### config.mk
export PLATFORM = sky130hd
export DESIGN_NAME = fsm_3a_flat
export DESIGN_NICKNAME = d
export VERILOG_FILES = /design/src/rtl/fsm_3a_if.sv /design/src/rtl/fsm_3a.sv /design/src/flat_wrapper.sv
export SDC_FILE = /design/constraint.sdc
export NUM_CORES = 1
export LEC_CHECK = 0
export CAP_MARGIN = 25
export CORE_AREA = 2 2 93 95
export DETAILED_ROUTE_END_ITERATION = 8
export DIE_AREA = 0 0 95 97
export PLACE_DENSITY = 0.94
export SLEW_MARGIN = 20
export SYNTH_ARGS = -nofsm -noshare
export SYNTH_HDL_FRONTEND = slang
export SYNTH_SLANG_ARGS = --single-unit
### constraint.sdc
create_clock -name clk -period 5.24 [get_ports clk]
set_clock_uncertainty 0.15 [all_clocks]
set_input_delay 1.048 -clock clk [delete_from_list [all_inputs] [get_ports clk]]
set_output_delay 1.048 -clock clk [all_outputs]
set_load 0.005 [all_outputs]
### src/rtl/fsm_3a_if.sv
// Handshake bundle between the varint FIFO, the varint encoder and the output-merge FSM.
// The master modport is the encoder side; the slave modport is the FIFO/consumer side.
interface fsm_3a_if #(
    parameter int DATA_W = 64,
    parameter int IDX_W  = 10
);
    logic              in_fifo_empty;
    logic              in_fifo_pop;
    logic [DATA_W-1:0] in_fifo_q;
    logic [IDX_W-1:0]  in_index_q;
    logic [7:0]        varint_byte;
    logic              varint_data_valid;
    logic              varint_data_accepted;
    logic [IDX_W-1:0]  varint_in_index_q;
    logic [IDX_W-1:0]  varint_out_index_q;
    logic              varint_encoding;

    modport master (
        input  in_fifo_empty, in_fifo_q, in_index_q, varint_data_accepted,
        output in_fifo_pop, varint_byte, varint_data_valid,
               varint_in_index_q, varint_out_index_q, varint_encoding
    );

    modport slave (
        output in_fifo_empty, in_fifo_q, in_index_q, varint_data_accepted,
        input  in_fifo_pop, varint_byte, varint_data_valid,
               varint_in_index_q, varint_out_index_q, varint_encoding
    );
endinterface

### src/rtl/fsm_3a.sv
// Base-128 varint encoder: pops one value + field index, then presents the encoded
// bytes one at a time to the merge FSM over a valid/accepted handshake.
module fsm_3a #(
    parameter int DATA_W = 64,
    parameter int IDX_W  = 10
) (
    input logic       clk,
    input logic       reset_n,
    fsm_3a_if.master  vif
);
    // state   | meaning
    // INIT    | post-reset, all outputs quiet
    // WAIT_IN | idle, waiting for a non-empty FIFO
    // POP     | one-cycle pop strobe
    // LOAD    | capture FIFO value and index
    // EMIT    | present one byte until accepted
    // SHIFT   | bubble between bytes of one value
    localparam int MAXB = (DATA_W + 6) / 7;

    localparam logic [5:0] S_INIT    = 6'b000001;
    localparam logic [5:0] S_WAIT_IN = 6'b000010;
    localparam logic [5:0] S_POP     = 6'b000100;
    localparam logic [5:0] S_LOAD    = 6'b001000;
    localparam logic [5:0] S_EMIT    = 6'b010000;
    localparam logic [5:0] S_SHIFT   = 6'b100000;

    logic [5:0]        state_q, state_d;
    logic [DATA_W-1:0] val_q, val_d;
    logic [3:0]        bcnt_q, bcnt_d;
    logic [IDX_W-1:0]  idx_in_q, idx_in_d;
    logic [IDX_W-1:0]  idx_out_q, idx_out_d;
    logic              more;

    // The byte-count cap forces the final byte even if upper bits remain.
    always_comb begin
        more = ((val_q >> 7) != '0) && (bcnt_q != 4'(MAXB - 1));
    end

    always_comb begin
        state_d   = state_q;
        val_d     = val_q;
        bcnt_d    = bcnt_q;
        idx_in_d  = idx_in_q;
        idx_out_d = idx_out_q;
        case (state_q)
            S_INIT:    state_d = S_WAIT_IN;
            S_WAIT_IN: if (!vif.in_fifo_empty) state_d = S_POP;
            S_POP:     state_d = S_LOAD;
            S_LOAD: begin
                val_d     = vif.in_fifo_q;
                idx_in_d  = vif.in_index_q;
                idx_out_d = vif.in_index_q;
                bcnt_d    = '0;
                state_d   = S_EMIT;
            end
            S_EMIT: begin
                if (vif.varint_data_accepted) begin
                    if (more) begin
                        val_d   = val_q >> 7;
                        bcnt_d  = bcnt_q + 4'd1;
                        state_d = S_SHIFT;
                    end else begin
                        state_d = S_WAIT_IN;
                    end
                end
            end
            S_SHIFT:   state_d = S_EMIT;
            default:   state_d = S_INIT;
        endcase
    end

    always_ff @(posedge clk) begin
        if (!reset_n) begin
            state_q   <= S_INIT;
            val_q     <= '0;
            bcnt_q    <= '0;
            idx_in_q  <= '0;
            idx_out_q <= '0;
        end else begin
            state_q   <= state_d;
            val_q     <= val_d;
            bcnt_q    <= bcnt_d;
            idx_in_q  <= idx_in_d;
            idx_out_q <= idx_out_d;
        end
    end

    assign vif.in_fifo_pop        = (state_q == S_POP);
    assign vif.varint_data_valid  = (state_q == S_EMIT);
    assign vif.varint_byte        = (state_q == S_EMIT) ? {more, val_q[6:0]} : 8'h00;
    assign vif.varint_encoding    = (state_q == S_LOAD) || (state_q == S_EMIT) ||
                                    (state_q == S_SHIFT);
    assign vif.varint_in_index_q  = idx_in_q;
    assign vif.varint_out_index_q = idx_out_q;
endmodule

### src/flat_wrapper.sv
// flat-port wrapper written by rule: the top's interface ports become plain ports
module fsm_3a_flat 
#(
    parameter int DATA_W = 64,
    parameter int IDX_W  = 10
)
  (clk, reset_n, vif_in_fifo_empty, vif_in_fifo_q, vif_in_index_q, vif_varint_data_accepted, vif_in_fifo_pop, vif_varint_byte, vif_varint_data_valid, vif_varint_in_index_q, vif_varint_out_index_q, vif_varint_encoding);
  fsm_3a_if #(.DATA_W(DATA_W), .IDX_W(IDX_W)) vif_i ();
  input logic clk;
  input logic reset_n;
  input wire logic [$bits(vif_i.in_fifo_empty)-1:0] vif_in_fifo_empty;
  input wire logic [$bits(vif_i.in_fifo_q)-1:0] vif_in_fifo_q;
  input wire logic [$bits(vif_i.in_index_q)-1:0] vif_in_index_q;
  input wire logic [$bits(vif_i.varint_data_accepted)-1:0] vif_varint_data_accepted;
  output wire logic [$bits(vif_i.in_fifo_pop)-1:0] vif_in_fifo_pop;
  output wire logic [$bits(vif_i.varint_byte)-1:0] vif_varint_byte;
  output wire logic [$bits(vif_i.varint_data_valid)-1:0] vif_varint_data_valid;
  output wire logic [$bits(vif_i.varint_in_index_q)-1:0] vif_varint_in_index_q;
  output wire logic [$bits(vif_i.varint_out_index_q)-1:0] vif_varint_out_index_q;
  output wire logic [$bits(vif_i.varint_encoding)-1:0] vif_varint_encoding;
  assign vif_i.in_fifo_empty = vif_in_fifo_empty;
  assign vif_i.in_fifo_q = vif_in_fifo_q;
  assign vif_i.in_index_q = vif_in_index_q;
  assign vif_i.varint_data_accepted = vif_varint_data_accepted;
  assign vif_in_fifo_pop = vif_i.in_fifo_pop;
  assign vif_varint_byte = vif_i.varint_byte;
  assign vif_varint_data_valid = vif_i.varint_data_valid;
  assign vif_varint_in_index_q = vif_i.varint_in_index_q;
  assign vif_varint_out_index_q = vif_i.varint_out_index_q;
  assign vif_varint_encoding = vif_i.varint_encoding;
  fsm_3a #(.DATA_W(DATA_W), .IDX_W(IDX_W)) u_core (.clk(clk), .reset_n(reset_n), .vif(vif_i));
endmodule
======== Word level (Yosys, flattened, before mapping) ========
Index checks and enable logic that the tools add are counted.
cells by class
  multiplexer cells ....................... 11
  order comparisons ....................... 0
  $add $sub $neg .......................... 1
  shift-type cells ........................ 0
  equal/unequal tests ..................... 10
  $mul .................................... 0
  reduce and logical (&&, ||, !) cells .... 8
  bitwise operators ....................... 0
  divide/modulo/power cells ............... 0
operator list
  kind                                                                     count
  64-bit two-way mux                                                       2
  64-bit case mux with 2 select lines                                      1
  64-bit nonzero test                                                      1
  6-bit case mux with 5 select lines                                       1
  6-bit two-way mux                                                        3
  4-bit two-way mux                                                        2
  8-bit two-way mux                                                        1
  4-bit case mux with 2 select lines                                       1
  6-bit by 1-bit equality test with 1-bit output, second input constant    1
  6-bit by 2-bit equality test with 1-bit output, second input constant    1
  6-bit by 3-bit equality test with 1-bit output, second input constant    1
  6-bit by 4-bit equality test with 1-bit output, second input constant    1
  6-bit by 5-bit equality test with 1-bit output, second input constant    1
  6-bit equality test, second input constant                               1
  4-bit by 1-bit adder with 4-bit output, second input constant            1
  2-bit inequality test, second input constant                             2
  4-bit inequality test, second input constant                             1
  3-bit AND reduction                                                      1
  1-bit logical OR                                                         2
  2-bit by 1-bit inequality test with 1-bit output, second input constant  1
  2-bit AND reduction                                                      1
  2-bit nonzero test                                                       1
  2-bit OR reduction                                                       1
  1-bit logical AND                                                        1
storage, ports and cells
  output and inout bits ................... 31
  bits in writable memories ............... 0
  logic and storage cells ................. 34
  register bits after elaboration ......... 84
  ROM bits ................................ 0
  latch bits .............................. 0
  memories kept ........................... 0

======== Depth between registers and ports, before layout ========
  word-level depth ........................ 5
  depth in mapped cells ................... 10

======== Least setup slack after synthesis ========
Ideal clock, no wire load.
  path kind ............................... register to output
  start point ............................. reg u_core.state_q[3]
  end point ............................... out vif_varint_byte[0]
  buffers on the path ..................... 3
  arrival ................................. 1.383 ns
  path slack .............................. 2.659 ns
  cell stages (with the launch flop) ...... 8
  data required time ...................... 4.042 ns
  path through ............................ dfxtp_1 clkbuf_1 nor2b_1 nand3_2 inv_4 buf_2 buf_2 and2_1
on the way
  longest elaborated chain between the ends .. 2
ends and longest elaborated chain
  item                                            line                text
  from (decl)                                     fsm_3a.sv:27        logic [5:0] state_q, state_d;
  from (signal assigned)                          fsm_3a.sv:80        state_q <= state_d;
  6-bit by 5-bit equality test with 1-bit output  --
  named net vif_varint_data_valid                 flat_wrapper.sv:17  output wire logic [$bits(vif_i.varint_data_valid)-1:0] vif_varint_data_valid;
  8-bit two-way mux                               fsm_3a.sv:90        assign vif.varint_byte = (state_q == S_EMIT) ? {more, val_q[6:0]} : 8'h00;
  to (decl)                                       flat_wrapper.sv:16  output wire logic [$bits(vif_i.varint_byte)-1:0] vif_varint_byte;
The timed path passes the listed nets, and every way through them passes these cells.

======== Final worst setup path ========
  start point ............................. reg u_core.val_q[12]
  end point ............................... out vif_varint_byte[7]
on the way
  longest elaborated chain between the ends .. 3
ends and longest elaborated chain
  item                    line          text
  from (decl)             fsm_3a.sv:28  logic [DATA_W-1:0] val_q, val_d;
  from (signal assigned)  fsm_3a.sv:81  val_q <= val_d;
  64-bit nonzero test     fsm_3a.sv:36  more = ((val_q >> 7) != '0) && (bcnt_q != 4'(MAXB - 1));
  1-bit logical AND       fsm_3a.sv:36
  8-bit two-way mux       fsm_3a.sv:90
Every way passes these cells.

==> results.txt <==
- Commonest cells post-synth: sky130_fd_sc_hd__nand2_1, sky130_fd_sc_hd__dfxtp_1, sky130_fd_sc_hd__nand3_1
- Cells with a size suffix above 1 make up 12.65% of the layout.
- Flip-flop and latch area: 1682 um^2
- Summed over all cells, the static leakage comes to 1.933 nW.
- FFs w/ async S/R, synth: 0%
- Post-CTS resize count: 0
* Adder-cell share of the synthesized area: 0.5940%
* Number of endpoints failing setup at the final stage: 0
- Combined area of the multi-input logic cells: 2188 um^2
- Endpoint class of the critical path: primary output
- Initial Util: 51.79%
* Maximum buffer depth of the clock tree: 2
- Clock-pin slew was measured on the worst setup and hold paths at 0.08 ns.
- Routed wire per std cell: 16.85 um
* Worst Path Arrival: 2.39 ns
- Of the available clock period, the critical path in the final layout requires 68.44%.
* Worst Path Class, Setup: register to primary output
- Most used DFF post-synth: sky130_fd_sc_hd__dfxtp_1
* Top-area cell type share of the netlist area: 39.92%
* Flops & latches, synth: 84
- Diode insertion count for antenna repair: 0
- In this run, synthesis inferred 0 flip-flops with an integrated enable.
- In this run, the clock network consumes 38.0% of the power.
- Maximum operating frequency: 0.2789 GHz
- Signed area change from the synthesized netlist to the final layout: 27.65%
- Number of library cell types mapped by synthesis: 46
- The later pin in the worst-skew pair is clocked with a latency of 0.36 ns.
* Number of top-level design ports: 109
- Area after DPL: 5125 um^2
* Endpoint of the worst hold path: u_core.vif.varint_in_index_q[2]
- Total congestion overflow: 0
* Sequential Power Share: 51.2%
- Max-slew headroom: 51.08%
* Number of cell instances on the worst register-to-register path: 7
* Total negative slack for setup checks: 0 ns
- After synthesis, the cell types taking the most area are sky130_fd_sc_hd__dfxtp_1, sky130_fd_sc_hd__nand2_1, sky130_fd_sc_hd__o221a_2.
- STA puts the critical path data required time at 4.04 ns.
* Combinational share of power: 10.9%
- Antenna violations before repair: 0
- Pre-Repair DR Iteration Count: 7
- Register-to-register setup slack: 2.47 ns
- In the routed layout, each cell is associated on average with a via count of 6.065.
- Core region area: 8134 um^2
* Reported net switching power: 0.3019 mW
- Max-capacitance violation count: 0
- After routing the design area is 5378 um^2.
- Crit-path max FO: 9
- Compound-cell area share of the yosys netlist: 22.66%
- At the pin with the least slew margin, the transition time is 0.7332 ns.
- Yosys warnings: 0
* Design internal power: 0.9888 mW
* Number of setup buffers added after CTS: 0
- Largest stage delay, worst path: 0.48 ns
- Sw frac: 23.39%
* Pin count of the biggest net entering global routing: 72
- In this run the cell area of the synthesized design comes to 4213 um^2.
- Final slew viol count: 0
- Final wirelength: 11630 um
- Maximum level of the CTS H-tree: 3
- The worst setup path is launched from a register.
- CTS tree: done
- Total power for the finished layout comes to 1.291 mW.
- Sequential elements use 39.92% of the synthesized area.
- Global-route usage over all layers: 25.04%
- Cells after Synth: 514
- After Yosys synthesis, XOR and XNOR cells account for 0.4158% of the synthesized area.
- At the end of the flow, the number of nets in the layout was 661.
- The die is 95 um wide.
- At the end of routability-driven placement, the weighted congestion stood at 0.8572.
* Share of synthesized area spent on multiplexers: 0.2376%
- After the first detailed-routing iteration, the DRC count stood at 348.
* Worst-path cell with the longest stage delay: sky130_fd_sc_hd__clkdlybuf4s50_1
* Most repeated cell in the gate-level netlist after synthesis: sky130_fd_sc_hd__nand2_1
- The worst hold path begins at u_core.vif.varint_in_index_q[2].
- Setup repair after global routing left no endpoint under its margin.
- Number of clock buffers inserted by TritonCTS: 9
* DR DRC count: 0
- Of the total synthesized cell area, the portion taken by AND, OR, NAND and NOR gates is 27.86%.
- I/O Buffers: 108
- Minimum period implied by the final worst setup slack: 3.586 ns
- Vert. Die Dim: 97 um
- Start of the worst register-to-register path: u_core.state_q[5]
- Global-route wire length before repair: 18580 um
- Post-detail-place hpwl: 7446 um
- The critical path goes through nor4_1 > nand4_1 > nor3_2 > a32o_2 > nor2_1 > clkdlybuf4s50_1.
- Post-CTS Hold Fix Bufs: 0
- The routed layout has 4185 vias.
- The tree is rooted in a sky130_fd_sc_hd__clkbuf_8.
* Largest family of logic cells by synthesized area: simple AND/OR/NAND/NOR gates
* Synth Net Count: 594
- Once layout is complete, the utilization of the core stands at 66.11%.
- Averaged over all synthesized cells, the footprint is 8.196 um^2.
* Residual antenna-violating net count after detailed routing: 0
- Hold Violations, Final: 0
- The layout has 628 filler cells.
* Power density relative to cell area: 240.0 nW/um^2
- VDD sags by at most 0.1436 mV.
* Vias in the first global route: 3963
- Worst min-delay path class: register to register
* Area leader, netlist: sky130_fd_sc_hd__dfxtp_1
- In this run the critical register-to-register path is captured at u_core.val_q[31].
- In this run the core area contains 33 standard-cell rows.
- Count of clock tree sinks: 84
* Die area: 9215 um^2
* Worst Hold Depth: 2
* Status: completed
[layout make-up]
cell class	instances	area share [%]
Multi-Input combinational cell	367	40.69
Sequential cell	84	31.27
Timing Repair Buffer	113	21.31
Tap cell	105	2.443
Clock buffer	10	2.373
Clock inverter	5	1.443
Inverter	6	0.4653
[placed cells by master, fill, tap and decap left out, types with 2 or more instances in the layout]
cell	instances
sky130_fd_sc_hd__clkinv_2	2
sky130_fd_sc_hd__and4b_1	2
sky130_fd_sc_hd__nand3b_1	2
sky130_fd_sc_hd__clkdlybuf4s50_1	107
sky130_fd_sc_hd__nand3_1	61
sky130_fd_sc_hd__o221a_1	15
sky130_fd_sc_hd__buf_4	3
sky130_fd_sc_hd__o21ai_0	3
sky130_fd_sc_hd__nand2_2	2
sky130_fd_sc_hd__nor3_1	7
sky130_fd_sc_hd__nor4_1	15
sky130_fd_sc_hd__a211oi_1	8
sky130_fd_sc_hd__nand4_1	2
sky130_fd_sc_hd__nor2_1	7
sky130_fd_sc_hd__bufinv_16	2
sky130_fd_sc_hd__a21oi_4	2
sky130_fd_sc_hd__nand2_1	143
sky130_fd_sc_hd__inv_1	5
sky130_fd_sc_hd__clkbuf_8	9
sky130_fd_sc_hd__o221a_2	42
sky130_fd_sc_hd__ha_1	2
sky130_fd_sc_hd__nor3_2	2
sky130_fd_sc_hd__nor2_2	2
sky130_fd_sc_hd__a21oi_1	25
sky130_fd_sc_hd__dfxtp_1	84
sky130_fd_sc_hd__and2_1	8
[worst max-delay path, delay by kind of cell, from the launching register on]
| family | cells | cell delay [ns] |
|---|---|---|
| and+or+nand+nor | 4 | 0.92 |
| buffers and inverters | 1 | 0.48 |
| AOI/OAI and AO/OA | 1 | 0.30 |
| DFF | 1 | 0.34 |
[kinds of logic (layout without fill, tap and decap cells)]
kind of cell / count (synthesis) / after routing
compound gates: 105 / 105
xor+xnor: 2 / 2
fa+ha+maj: 2 / 2
buf+inv: 63 / 134
flops: 84 / 84
mux: 1 / 1
simple gates: 257 / 257
[power by group through the flow]
stage | registers, mW | logic (mW) | clock network, mW
global route | 0.662 | 0.154 | 0.520
floorplan | 0.671 | 0.0656 | 0
global placement | 0.674 | 0.133 | 0
finish | 0.660 | 0.140 | 0.490
detailed placement | 0.674 | 0.136 | 0
CTS | 0.659 | 0.139 | 0.489
[per-layer routing]
| metal | share of wire, % | track usage [%] |
|---|---|---|
| met2 | 49 | 39.66 |
| met4 | 3.1 | 11.93 |
| met5 | 0 | 0 |
| met1 | 41 | 32.76 |
| met3 | 7.0 | 4.361 |
[how the worst max path moves through the flow]
stage / from / to / slack, ns / cells past startpoint
after global placement: vif_varint_data_accepted / u_core.val_q[20] / 1.87 / 5
after global routing: u_core.state_q[4] / vif_varint_byte[0] / 1.46 / 5
final: u_core.val_q[12] / vif_varint_byte[7] / 1.65 / 6
after floorplan: u_core.state_q[3] / vif_varint_byte[0] / 2.66 / 7
after CTS: u_core.state_q[4] / vif_varint_byte[0] / 1.65 / 5
after detailed placement: vif_varint_data_accepted / u_core.val_q[28] / 1.80 / 5
[registers in the layout, summed over array words and instances, names as in the netlist]
signal and count:
u_core.val_q 64, u_core.vif.varint_in_index_q 10, u_core.bcnt_q 4, u_core.state_q 6
[metrics by stage]
step	worst slack [ns]	std cells	hold WS, ns
CTS	1.652	688	0.3285
global route	1.458	690	0.3527
finish	1.654	690	0.3263
floorplan	2.659	514	0.2932
global placement	1.874	673	0.3099
detailed placement	1.803	673	0.3175
(Power assumes the default switching activity.)
